**config.mk**
```make
export PLATFORM = sky130hd
export DESIGN_NAME = mod12_wrap_tracker_flat
export DESIGN_NICKNAME = d
export VERILOG_FILES = /design/src/rtl/mod12_pkg.sv /design/src/rtl/mod12_wrap_tracker_if.sv /design/src/rtl/mod12_bcd_split.sv /design/src/rtl/mod12_wrap_tracker.sv /design/src/flat_wrapper.sv
export SDC_FILE = /design/constraint.sdc
export NUM_CORES = 1
export LEC_CHECK = 0
export BUFFER_PORTS_ARGS = -buffer_cell sky130_fd_sc_hd__buf_2
export CELL_PAD_IN_SITES_DETAIL_PLACEMENT = 1
export CELL_PAD_IN_SITES_GLOBAL_PLACEMENT = 1
export CORE_MARGIN = 4
export CORE_UTILIZATION = 37
export DETAILED_ROUTE_END_ITERATION = 16
export PLACE_DENSITY = 0.77
export RECOVER_POWER = 50
export SLEW_MARGIN = 20
export SYNTH_ARGS = -nofsm -noshare
export SYNTH_HDL_FRONTEND = slang
export SYNTH_SLANG_ARGS = --single-unit
```
**constraint.sdc**
```tcl
create_clock -name clk -period 1.6 [get_ports clk]
set_clock_uncertainty 0.15 [all_clocks]
set_input_delay 0.32 -clock clk [delete_from_list [all_inputs] [get_ports clk]]
set_output_delay 0.32 -clock clk [all_outputs]
set_load 0.005 [all_outputs]
```
**src/rtl/mod12_pkg.sv**
```systemverilog
// -----------------------------------------------------------------------------
// mod12_pkg
// Shared types and defaults for the mod-12 wrap tracker slice.
//   MOD_DEFAULT       modulus of the upstream counter (legal values 0..MOD-1)
//   WRAP_MOD_DEFAULT  modulus of the wrap cascade stage
//   WRAP_W_DEFAULT    width of the wrap count
//   state_t           tracker FSM state, 2-bit encoded (IDLE=0, RUN=1, ERR=2)
//   bcd_t             one BCD-split count value (tens digit, ones digit)
// -----------------------------------------------------------------------------
package mod12_pkg;

  localparam int MOD_DEFAULT      = 12;
  localparam int WRAP_MOD_DEFAULT = 5;
  localparam int WRAP_W_DEFAULT   = 3;

  typedef enum logic [1:0] {
    IDLE = 2'd0,
    RUN  = 2'd1,
    ERR  = 2'd2
  } state_t;

  typedef struct packed {
    logic       tens;
    logic [3:0] ones;
  } bcd_t;

endpackage

```
**src/rtl/mod12_wrap_tracker_if.sv**
```systemverilog
// -----------------------------------------------------------------------------
// mod12_wrap_tracker_if
// Bundle between the upstream mod-12 counter side and the wrap tracker.
//   count_in    upstream count (bit 3 = Qd .. bit 0 = Qa)
//   bcd_tens    tens digit of the last accepted count
//   bcd_ones    ones digit of the last accepted count
//   wrap_pulse  one-cycle pulse per upstream 11->0 wrap
//   wraps       wrap count modulo WRAP_MOD
//   carry_out   one-cycle pulse when wraps rolls over
//   err         sticky error flag
//   state_o     tracker FSM state, for debug
// Modports: master = counter/consumer side, slave = the tracker.
// -----------------------------------------------------------------------------
interface mod12_wrap_tracker_if #(
  parameter int WRAP_W = 3
);

  logic [3:0]        count_in;
  logic              bcd_tens;
  logic [3:0]        bcd_ones;
  logic              wrap_pulse;
  logic [WRAP_W-1:0] wraps;
  logic              carry_out;
  logic              err;
  logic [1:0]        state_o;

  modport master (
    output count_in,
    input  bcd_tens, bcd_ones, wrap_pulse, wraps, carry_out, err, state_o
  );

  modport slave (
    input  count_in,
    output bcd_tens, bcd_ones, wrap_pulse, wraps, carry_out, err, state_o
  );

endinterface

```
**src/rtl/mod12_bcd_split.sv**
```systemverilog
// -----------------------------------------------------------------------------
// mod12_bcd_split
// Combinational split of a 4-bit binary value into tens/ones BCD digits.
//   v  in   4-bit binary value
//   d  out  {tens, ones}; v >= 10 gives tens=1, ones=v-10
// -----------------------------------------------------------------------------
module mod12_bcd_split
  import mod12_pkg::*;
(
  input  logic [3:0] v,
  output bcd_t       d
);

  // Tens/ones split; values 10..15 map to tens=1
  always_comb begin
    d = '{tens: 1'b0, ones: 4'd0};
    if (v >= 4'd10) begin
      d.tens = 1'b1;
      d.ones = v - 4'd10;
    end else begin
      d.tens = 1'b0;
      d.ones = v;
    end
  end

endmodule

```
**src/rtl/mod12_wrap_tracker.sv**
```systemverilog
// -----------------------------------------------------------------------------
// mod12_wrap_tracker
// Watches a mod-MOD up counter: checks the range, detects MOD-1 -> 0 wraps,
// counts wraps modulo WRAP_MOD (carry on rollover) and keeps a registered BCD
// copy of the last accepted count. Any illegal value latches a sticky error
// that only clr clears.
//   clk  in  rising-edge clock shared with the upstream counter
//   clr  in  synchronous active-high reset (same net as the counter's clr)
//   bus  slave modport of mod12_wrap_tracker_if (count in, status out)
// Build option: MOD12_SEQ_CHECK_EN -- when defined, any in-range RUN transition
// that is not hold, step or wrap also goes to ERR.
// All outputs are registered (1-cycle latency from count_in sampling).
// -----------------------------------------------------------------------------
module mod12_wrap_tracker
  import mod12_pkg::*;
#(
  parameter int MOD      = MOD_DEFAULT,
  parameter int WRAP_MOD = WRAP_MOD_DEFAULT,
  parameter int WRAP_W   = WRAP_W_DEFAULT
)(
  input  logic                 clk,
  input  logic                 clr,
  mod12_wrap_tracker_if.slave  bus
);

  localparam logic [4:0]        MOD5     = 5'(MOD);
  localparam logic [3:0]        MAX4     = 4'(MOD - 1);
  localparam logic [WRAP_W-1:0] WRAP_MAX = WRAP_W'(WRAP_MOD - 1);

  state_t            state_r, state_s;
  logic [3:0]        prev_r, prev_s;
  logic [WRAP_W-1:0] wraps_r, wraps_s;
  bcd_t              bcd_r, bcd_s, split_s;
  logic              wrap_pulse_r, wrap_pulse_s;
  logic              carry_r, carry_s;
  logic              err_r, err_s;
  logic              accept_s;
  logic [4:0]        cin5_s, prev_inc_s;
  logic              range_err_s;

  mod12_bcd_split u_split (
    .v (bus.count_in),
    .d (split_s)
  );

  // 5-bit compare operands so prev+1 of 15 cannot alias to 0
  assign cin5_s      = {1'b0, bus.count_in};
  assign prev_inc_s  = {1'b0, prev_r} + 5'd1;
  assign range_err_s = (cin5_s >= MOD5);

  // Next-state, wrap counting and accept decision
  always_comb begin
    state_s      = state_r;
    prev_s       = prev_r;
    wraps_s      = wraps_r;
    bcd_s        = bcd_r;
    wrap_pulse_s = 1'b0;
    carry_s      = 1'b0;
    err_s        = err_r;
    accept_s     = 1'b0;
    case (state_r)
      IDLE: begin
        if (range_err_s) begin
          state_s = ERR;
          err_s   = 1'b1;
        end else if (bus.count_in == 4'd0) begin
          state_s  = RUN;
          accept_s = 1'b1;
        end else begin
          // waiting for the counter to come round to 0
          state_s = IDLE;
        end
      end
      RUN: begin
        if (range_err_s) begin
          state_s = ERR;
          err_s   = 1'b1;
        end else if (bus.count_in == prev_r) begin
          accept_s = 1'b1;
        end else if ((prev_r == MAX4) && (bus.count_in == 4'd0)) begin
          accept_s     = 1'b1;
          wrap_pulse_s = 1'b1;
          // compare before incrementing; never rely on overflow
          if (wraps_r == WRAP_MAX) begin
            wraps_s = {WRAP_W{1'b0}};
            carry_s = 1'b1;
          end else begin
            wraps_s = wraps_r + WRAP_W'(1);
          end
        end else if ((prev_r < MAX4) && (cin5_s == prev_inc_s)) begin
          accept_s = 1'b1;
        end else begin
`ifdef MOD12_SEQ_CHECK_EN
          state_s = ERR;
          err_s   = 1'b1;
`else
          accept_s = 1'b1;
`endif
        end
      end
      ERR: begin
        // frozen until clr
        state_s = ERR;
        err_s   = 1'b1;
      end
      default: begin
        state_s = ERR;
        err_s   = 1'b1;
      end
    endcase
    if (accept_s) begin
      prev_s = bus.count_in;
      bcd_s  = split_s;
    end else begin
      prev_s = prev_r;
      bcd_s  = bcd_r;
    end
  end

  // State and output registers with synchronous clear
  always_ff @(posedge clk) begin
    if (clr) begin
      state_r      <= IDLE;
      prev_r       <= 4'd0;
      wraps_r      <= {WRAP_W{1'b0}};
      bcd_r        <= '{tens: 1'b0, ones: 4'd0};
      wrap_pulse_r <= 1'b0;
      carry_r      <= 1'b0;
      err_r        <= 1'b0;
    end else begin
      state_r      <= state_s;
      prev_r       <= prev_s;
      wraps_r      <= wraps_s;
      bcd_r        <= bcd_s;
      wrap_pulse_r <= wrap_pulse_s;
      carry_r      <= carry_s;
      err_r        <= err_s;
    end
  end

  assign bus.bcd_tens   = bcd_r.tens;
  assign bus.bcd_ones   = bcd_r.ones;
  assign bus.wrap_pulse = wrap_pulse_r;
  assign bus.wraps      = wraps_r;
  assign bus.carry_out  = carry_r;
  assign bus.err        = err_r;
  assign bus.state_o    = state_r;

endmodule

```
**src/flat_wrapper.sv**
```systemverilog
// flat-port wrapper written by rule: the top's interface ports become plain ports
module mod12_wrap_tracker_flat import mod12_pkg::*;
#(
  parameter int MOD      = MOD_DEFAULT,
  parameter int WRAP_MOD = WRAP_MOD_DEFAULT,
  parameter int WRAP_W   = WRAP_W_DEFAULT
)
  (clk, clr, bus_count_in, bus_bcd_tens, bus_bcd_ones, bus_wrap_pulse, bus_wraps, bus_carry_out, bus_err, bus_state_o);
  mod12_wrap_tracker_if #(.WRAP_W(WRAP_W)) bus_i ();
  input  logic clk;
  input  logic clr;
  input wire logic [$bits(bus_i.count_in)-1:0] bus_count_in;
  output wire logic [$bits(bus_i.bcd_tens)-1:0] bus_bcd_tens;
  output wire logic [$bits(bus_i.bcd_ones)-1:0] bus_bcd_ones;
  output wire logic [$bits(bus_i.wrap_pulse)-1:0] bus_wrap_pulse;
  output wire logic [$bits(bus_i.wraps)-1:0] bus_wraps;
  output wire logic [$bits(bus_i.carry_out)-1:0] bus_carry_out;
  output wire logic [$bits(bus_i.err)-1:0] bus_err;
  output wire logic [$bits(bus_i.state_o)-1:0] bus_state_o;
  assign bus_i.count_in = bus_count_in;
  assign bus_bcd_tens = bus_i.bcd_tens;
  assign bus_bcd_ones = bus_i.bcd_ones;
  assign bus_wrap_pulse = bus_i.wrap_pulse;
  assign bus_wraps = bus_i.wraps;
  assign bus_carry_out = bus_i.carry_out;
  assign bus_err = bus_i.err;
  assign bus_state_o = bus_i.state_o;
  mod12_wrap_tracker #(.MOD(MOD), .WRAP_MOD(WRAP_MOD), .WRAP_W(WRAP_W)) u_core (.clk(clk), .clr(clr), .bus(bus_i));
endmodule
```
Word-level counts from Yosys, hierarchy flattened:

Cells that the tools add are included.

* register bits: 17
* word-level logic and storage cells: 43

* $add $sub $neg: 2
* $lt $le $gt $ge: 2
* eq/ne operators: 6
* multiplexer cells: 14
* bitwise logic cells: 4
* reductions and logical operators: 7

Operators with widths (number)
* 4-bit greater-or-equal comparator, second input constant: 2
* 1-bit two-way mux: 8
* 5-bit two-way mux: 1
* 5-bit OR reduction: 1
* 4-bit equality test: 1
* 4-bit equality test, second input constant: 1
* 4-bit logical NOT: 1
* 2-bit two-way mux: 2
* 2-bit by 1-bit != test with 1-bit output, second input constant: 2
* 1-bit inverter: 4
* 2-bit one-hot mux with 2 select lines: 1
* 4-bit AND reduction: 1
* 4-bit OR reduction: 1
* 4-bit subtractor, second input constant: 1
* 3-bit by 1-bit adder with 3-bit output, second input constant: 1
* 3-bit equality test, second input constant: 1
* 3-bit two-way mux: 1
* 2-bit by 1-bit equality test with 1-bit output, second input constant: 1
* 2-bit logical NOT: 1
* 1-bit one-hot mux with 2 select lines: 1
* 2-bit OR reduction: 1
* 1-bit logical AND: 1

Depth between registers and ports, before layout:

Gate-level depths: netlist of run 1.

* word-level depth: 4
* gate-level depth with buffers: 6

By module:

Synthesis of run 1 repeated with hierarchy kept, for this count alone.

* cell total of the unflattened synthesis: 78
* area total of the unflattened synthesis: 744.5 um^2

Modules (own cells, without submodules)
* mod12_wrap_tracker: times used 1, cells each 67, area each 676.9 um^2
* mod12_bcd_split: times used 1, cells each 11, area each 67.6 um^2

Worst setup path after synthesis of run 1:

Ideal clock, no wire load.

* path kind: in2reg
* start: in bus_count_in[3]
* end: reg u_core.wraps_r[2] (netlist: u_core.bus.wraps[2])
* setup time: 0.070 ns
* arrival: 1.275 ns
* data required time: 1.380 ns
* path slack: 0.106 ns
* stages on the path: 5
* path buffers: 1
* cells stage by stage: clkbuf_4 nor2_2 nand4_2 or3b_1 a21oi_1

* word-level cells in the longest chain between the ends: 3

RTL lines
* start: declaration: line flat_wrapper.sv:12 `input wire logic [$bits(bus_i.count_in)-1:0] bus_count_in;`
* 4-bit greater-or-equal comparator, or another cell as far along: line mod12_wrap_tracker.sv:49 `assign range_err_s = (cin5_s >= MOD5);`
* 1-bit inverter (no source line) / 1-bit logical AND (equally long branches)
* 4-bit AND reduction (no source line) *
* end signal: assignment: line mod12_wrap_tracker.sv:125 `wraps_r <= {WRAP_W{1'b0}};`
* end signal: assignment: line mod12_wrap_tracker.sv:133 `wraps_r <= wraps_s;`
* end: declaration: line mod12_wrap_tracker.sv:32 `logic [WRAP_W-1:0] wraps_r, wraps_s;`

Every way passes the cells marked *; elsewhere a longest branch is shown, timed or not.
A chain may end at the register's enable or synchronous reset.

Final worst setup path of run 1:

* start: reg u_core.state_r[0] (netlist: u_core.bus.state_o[0])
* end: reg u_core.wraps_r[2] (netlist: u_core.bus.wraps[2])

* word-level cells in the longest chain between the ends: 2

RTL lines
* start: declaration: line mod12_wrap_tracker.sv:30 `state_t state_r, state_s;`
* start signal: assignment: line mod12_wrap_tracker.sv:131 `state_r <= state_s;`
* 2-bit by 1-bit equality test with 1-bit output: line mod12_wrap_tracker.sv:61 `case (state_r)`
* 4-bit AND reduction (no source line)

No other way between the ends.

==> flow_summary.yaml, run 1 <==
yosys:
  postSynth.asyncResetShare: 0
  synth_warnings: 0
  synth_top_family_by_area: "simple AND/OR/NAND/NOR gates"
  synth_fp_nets: 92
  synth.area.mux_share: 0.0476
  synth-compound-area-share: 0.176
  synth-edff-count: 0
  synth_cell_type_count: 33
  synth_fa_ha_area_frac: 0.0657
  syn_inst: 82
  yosys.area_share.simple: 0.222
  synth_xor_xnor_area_share: 0
  ys_seq_elements: 16
  syn_area_per_cell_um2: 9.29
  synth_seq_area_share: 0.420
  ys.flop_type: "dfxtp_1"
  syn_area_um2: 762
route:
  drt_iter0_drc: 10
  first_pass_iters: 4
  vias: 670
  postRouteAntennaNets: 0
  wl_per_cell_um: 14.5
  drc: 0
  wl_um: 2020
  viasPerCell: 4.82
clock_network:
  cts_max_path_buffers: 2
  tritoncts: "done"
  h-tree-depth: 1
  path_clk_slew_ps: 100
  cts_setup_buffers: 0
  cts_buffers: 3
  clock_latency_ps: 290
  cts-root-buf: "clkbuf_4"
  clock_sinks: 16
pwr:
  fin_total_pwr_mw: 0.787
  power_leakage_nw: 0.429
  power_density_nw_per_um2: 803
  vdd_drop_max_v: 0.000468
finish:
  n_fill_cell: 266
  finalInstanceArea_um2: 980
  drive_above_1_share: 0.348
  nets: 123
  fin_util: 0.499
  diodes: 0
  areaGrowthSynthToFinish_pct: 28.6
critical_path:
  path_max_fanout: 5
  crit_path_end: "u_core.bus.wraps[2]$_SDFFE_PP0P_"
  worstPathRequired_ps: 1680
  critPathTopFamily: "simple AND/OR/NAND/NOR gates"
  crit_buf_inv: 0
  crit_cells: 4
  rrSetupSlack_ps: 60
  cp-startpoint: "u_core.bus.state_o[0]$_SDFFE_PP0P_"
  r2r_cells: 4
  crit_type: "flip-flop to flip-flop"
  critPathLaunchType: "flip-flop"
  cp.arrival_ps: 1620
  cpPeakStageDelay_ps: 410
  crit_path_end_kind: "flip-flop"
  worstReg2RegStart: "u_core.bus.state_o[0]$_SDFFE_PP0P_"
  r2r-end: "u_core.bus.wraps[2]$_SDFFE_PP0P_"
  worst_path_max_delay_cell: "or3b_1"
  worstPathCellList: "and4b_1 -> nand4_2 -> or3b_1 -> a21oi_1"
floorplan:
  rows: 16
  die_height_um: 53.4
  io_pins: 19
  fp.dieW_um: 53.4
  core-area_um2: 1960
  floorplan.initialDensity: 0.388
  die_area_um2: 2850
timing:
  grt_setup_unrepaired: "no"
  worst_slew_pin_slew_ps: 303
  hold_ws_ps: 58.9
  fin_crit_ps: 1540
  hold_viol: 0
  clock.fmax_ghz: 0.651
  maxSlewViolCount: 0
  setup_violations: 0
  slew-limit-headroom: 0.796
  period_share: 0.961
placement:
  io_buffers: 18
  hpwl_um: 1520
  globalplace.congestion: 0.758
  placed_area_um2: 946
flow_run:
  max_cap_viol_count: 0
grt:
  grt_pass1_vias: 704
  antenna_found_initial: 0
  grt_max_degree: 15
  grt_pass1_wl_um: 3220
  overflow: 0
  gr-usage-all-layers: 0.160
status:
  status: "completed"
worst_hold_path:
  min_path_type: "input pin to flip-flop"
## flip-flops by register name, summed over array words and instances, names as in the netlist
signal / cells
u_core.bus.bcd_ones: 4
u_core.bus.wraps: 3
u_core.prev_r: 3
u_core.bus.state_o: 2
u_core.bus.bcd_tens: 1
u_core.bus.carry_out: 1
u_core.bus.err: 1
u_core.bus.wrap_pulse: 1
## cells in the final DEF (no fill, tap or decap), types with 2 or more instances in the layout
| cell | n |
|---|---|
| a21oi_1 | 10 |
| and3_1 | 2 |
| buf_2 | 11 |
| buf_4 | 12 |
| clkbuf_1 | 6 |
| clkbuf_4 | 3 |
| dfxtp_1 | 15 |
| ha_1 | 4 |
| inv_1 | 6 |
| nand2_1 | 10 |
| nor2_1 | 7 |
| nor2_2 | 2 |
## layer usage
metal / track usage / share of wire / vias up
met3: 0.0254 / 0.028 / 3
met2: 0.276 / 0.53 / 12
met4: 0.0936 / 0.011 / 0
met1: 0.183 / 0.44 / 313
met5: 0 / 0 / -
li1: - / - / 342
## area by class of cell
| class | instances | area (um^2) | area share |
|---|---|---|---|
| clock buffer | 4 | 36.3 | 0.0370 |
| inverter | 6 | 22.5 | 0.0230 |
| multi-input combinational | 56 | 394 | 0.402 |
| sequential | 16 | 322 | 0.328 |
| tap | 27 | 33.8 | 0.0345 |
| timing repair buffer | 30 | 171 | 0.175 |
## kinds of logic after synthesis
group / Yosys count
AOI/OAI and AO/OA: 20
DFF: 16
adders and majority gates: 4
buffers and inverters: 10
muxes: 3
and+or+nand+nor: 29
## synth_stat cells (all sizes together), types with 2 or more instances
| cell type | instances | area [um^2] |
|---|---|---|
| dfxtp | 16 | 320 |
| a21oi | 10 | 50.1 |
| nand2 | 10 | 37.5 |
| nor2 | 9 | 38.8 |
| inv | 6 | 22.5 |
| ha | 4 | 50.1 |
| a21boi | 2 | 18.8 |
| and3 | 2 | 12.5 |
| buf | 2 | 18.8 |
| clkbuf | 2 | 11.3 |
| mux2 | 2 | 26.3 |
| nor3 | 2 | 15.0 |
## through the flow
stage	setup TNS (ps)	worst slack, ps	cells
finish	0	63.1	139
global route	0	9.63	139
CTS	0	12.1	139
detailed placement	-644	-186	135
global placement	-163	-62.0	135
floorplan	0	106	82
## what timing repair did
| action | 4_1_cts | 5_1_grt |
|---|---|---|
| gates resized for setup | 0 | 2 |
| setup endpoints to repair | 0 | 2 |
| hold buffers | 0 | 0 |
## where the power goes
part / internal [mW] / switching [mW]
Clock: 0.139 / 0.140
Combinational: 0.0428 / 0.0508
Sequential: 0.408 / 0.00683
Total: 0.590 / 0.197
## worst min path at each step
| stage | depth (start not counted) | endpoint | slack [ps] | from |
|---|---|---|---|---|
| finish | 2 | u_core.bus.wrap_pulse$_SDFF_PP0_ | 60 | clr |
| global route | 2 | u_core.bus.wrap_pulse$_SDFF_PP0_ | 60 | clr |
| CTS | 2 | u_core.bus.wrap_pulse$_SDFF_PP0_ | 70 | clr |
| detailed placement | 2 | u_core.bus.err$_SDFFE_PP0P_ | 290 | u_core.bus.err$_SDFFE_PP0P_ |
| global placement | 2 | u_core.bus.err$_SDFFE_PP0P_ | 280 | u_core.bus.err$_SDFFE_PP0P_ |
| floorplan | 1 | u_core.bus.bcd_ones[3]$_SDFFE_PP0P_ | 240 | clr |
(Power assumes the default switching activity.)
==> inputs of run 2 (changes only) <==
==> constraint.sdc (replaced) <==
create_clock -name clk -period 1.6 [get_ports clk]
set_clock_uncertainty 0.15 [all_clocks]
set_input_delay 0.32 -clock clk [delete_from_list [all_inputs] [get_ports clk]]
set_output_delay 0.32 -clock clk [all_outputs]
set_load 0.02 [all_outputs]
==> flow_summary.yaml, run 2 (synthesis gave the netlist of run 1 again) <==
clock_network:
  cts_max_path_buffers: 2
  cts-root-buf: "clkbuf_4"
  hold_buffers: 0
  cts_setup_buffers: 0
  post_cts_resized: 0
  cts_buffers: 3
  path_clk_slew_ps: 100
  h-tree-depth: 1
  clock_sinks: 16
  tritoncts: "done"
  clock_latency_ps: 290
critical_path:
  r2r_cells: 4
  crit_path_end_kind: "flip-flop"
  r2r-end: "u_core.bus.wraps[2]$_SDFFE_PP0P_"
  cp.arrival_ps: 1620
  critPathLaunchType: "flip-flop"
  path_max_fanout: 5
  rrSetupSlack_ps: 60
  worstPathRequired_ps: 1680
  crit_type: "flip-flop to flip-flop"
  worstReg2RegStart: "u_core.bus.state_o[0]$_SDFFE_PP0P_"
route:
  wl_um: 2030
  drt_iter0_drc: 10
  viasPerCell: 4.84
  wl_per_cell_um: 14.6
  postRouteAntennaNets: 0
  first_pass_iters: 4
  drc: 0
  vias: 673
timing:
  tns_ps: 0
  slew-limit-headroom: 0.798
  worst_slew_pin_slew_ps: 301
  maxSlewViolCount: 0
  period_share: 0.960
  clock.fmax_ghz: 0.651
  hold_ws_ps: 59.4
  setup_violations: 0
  grt_setup_unrepaired: "no"
  fin_crit_ps: 1540
  hold_viol: 0
pwr:
  power_leakage_nw: 0.421
  power_density_nw_per_um2: 814
  vdd_drop_max_v: 0.000469
placement:
  hpwl_um: 1520
  globalplace.congestion: 0.758
  io_buffers: 18
grt:
  grt_pass1_vias: 704
  grt_pass1_wl_um: 3220
  antenna_found_initial: 0
  gr-usage-all-layers: 0.160
  overflow: 0
  grt_max_degree: 15
floorplan:
  fp.dieW_um: 53.4
  io_pins: 19
  core-area_um2: 1960
  die_area_um2: 2850
  rows: 16
  die_height_um: 53.4
  floorplan.initialDensity: 0.388
finish:
  drive_above_1_share: 0.330
  largest_reg_flops: 4
  nets: 123
  layout_common_cells: "15 x dfxtp_1, 12 x buf_4, 10 x nand2_1, 10 x a21oi_1"
  layout_commonest_cell: "dfxtp_1"
  fin_util: 0.498
  diodes: 0
  areaGrowthSynthToFinish_pct: 28.2
worst_hold_path:
  hold_path_end: "u_core.bus.wrap_pulse$_SDFF_PP0_"
  holdPathStages: 2
  min_path_type: "input pin to flip-flop"
  holdCritStartpoint: "clr"
flow_run:
  max_cap_viol_count: 0
status:
  status: "completed"
run 2: changes by cell type in the layout (fill, tap and decap cells not counted):
cell,previous run,this run
buf_1,1,0
clkbuf_1,6,9
buf_2,11,9
run 2: layout make-up:
cell class                 count  area, um^2
fill                         268         985
multi-input combinational     56         394
sequential                    16         322
timing repair buffer          30         169
clock buffer                   4        36.3
tap                           27        33.8
inverter                       6        22.5
run 2: how the worst max path moves through the flow:
| stage | start | endpoint | slack (ps) | depth (start not counted) |
|---|---|---|---|---|
| 2_1_floorplan | u_core.bus.state_o[0]$_SDFFE_PP0P_ | u_core.bus.wraps[2]$_SDFFE_PP0P_ | 20 | 4 |
| 3_3_place_gp | bus_count_in[2] | u_core.bus.bcd_ones[1]$_SDFFE_PP0P_ | -60 | 7 |
| 3_5_place_dp | bus_count_in[2] | u_core.bus.bcd_ones[1]$_SDFFE_PP0P_ | -190 | 7 |
| 4_1_cts | u_core.bus.state_o[0]$_SDFFE_PP0P_ | u_core.bus.wraps[2]$_SDFFE_PP0P_ | 10 | 4 |
| 5_1_grt | u_core.bus.state_o[0]$_SDFFE_PP0P_ | u_core.bus.wraps[2]$_SDFFE_PP0P_ | 10 | 4 |
| 6_report | u_core.bus.state_o[0]$_SDFFE_PP0P_ | u_core.bus.wraps[2]$_SDFFE_PP0P_ | 60 | 4 |
run 2: routing by layer:
layer / vias up / wire, um / GRT usage
met5: - / 0 / 0
met4: 0 / 22 / 0.0936
li1: 340 / - / -
met1: 318 / 880 / 0.183
met3: 3 / 58 / 0.0254
met2: 12 / 1070 / 0.276
run 2: metrics by stage:
stage                     area, um^2  instances  setup WS [ps]  total power [mW]
final                            977        139           64.6             0.796
after global routing             977        139           9.63             0.831
after floorplan                  762         82           21.1             0.477
after global placement           946        135          -62.0             0.522
after CTS                        982        139           12.1             0.801
after detailed placement         946        135           -186             0.526
run 2: power breakdown:
group	switching, mW	total (mW)	internal, mW
sequential	0.00696	0.415	0.408
combinational	0.0603	0.102	0.0420
clock	0.139	0.278	0.139
total	0.207	0.796	0.589
run 2: worst max-delay path: stages (launching register included):
cell and delay (ps):
dfxtp_2 380, and4b_1 220, nand4_2 170, or3b_1 400
a21oi_1 150
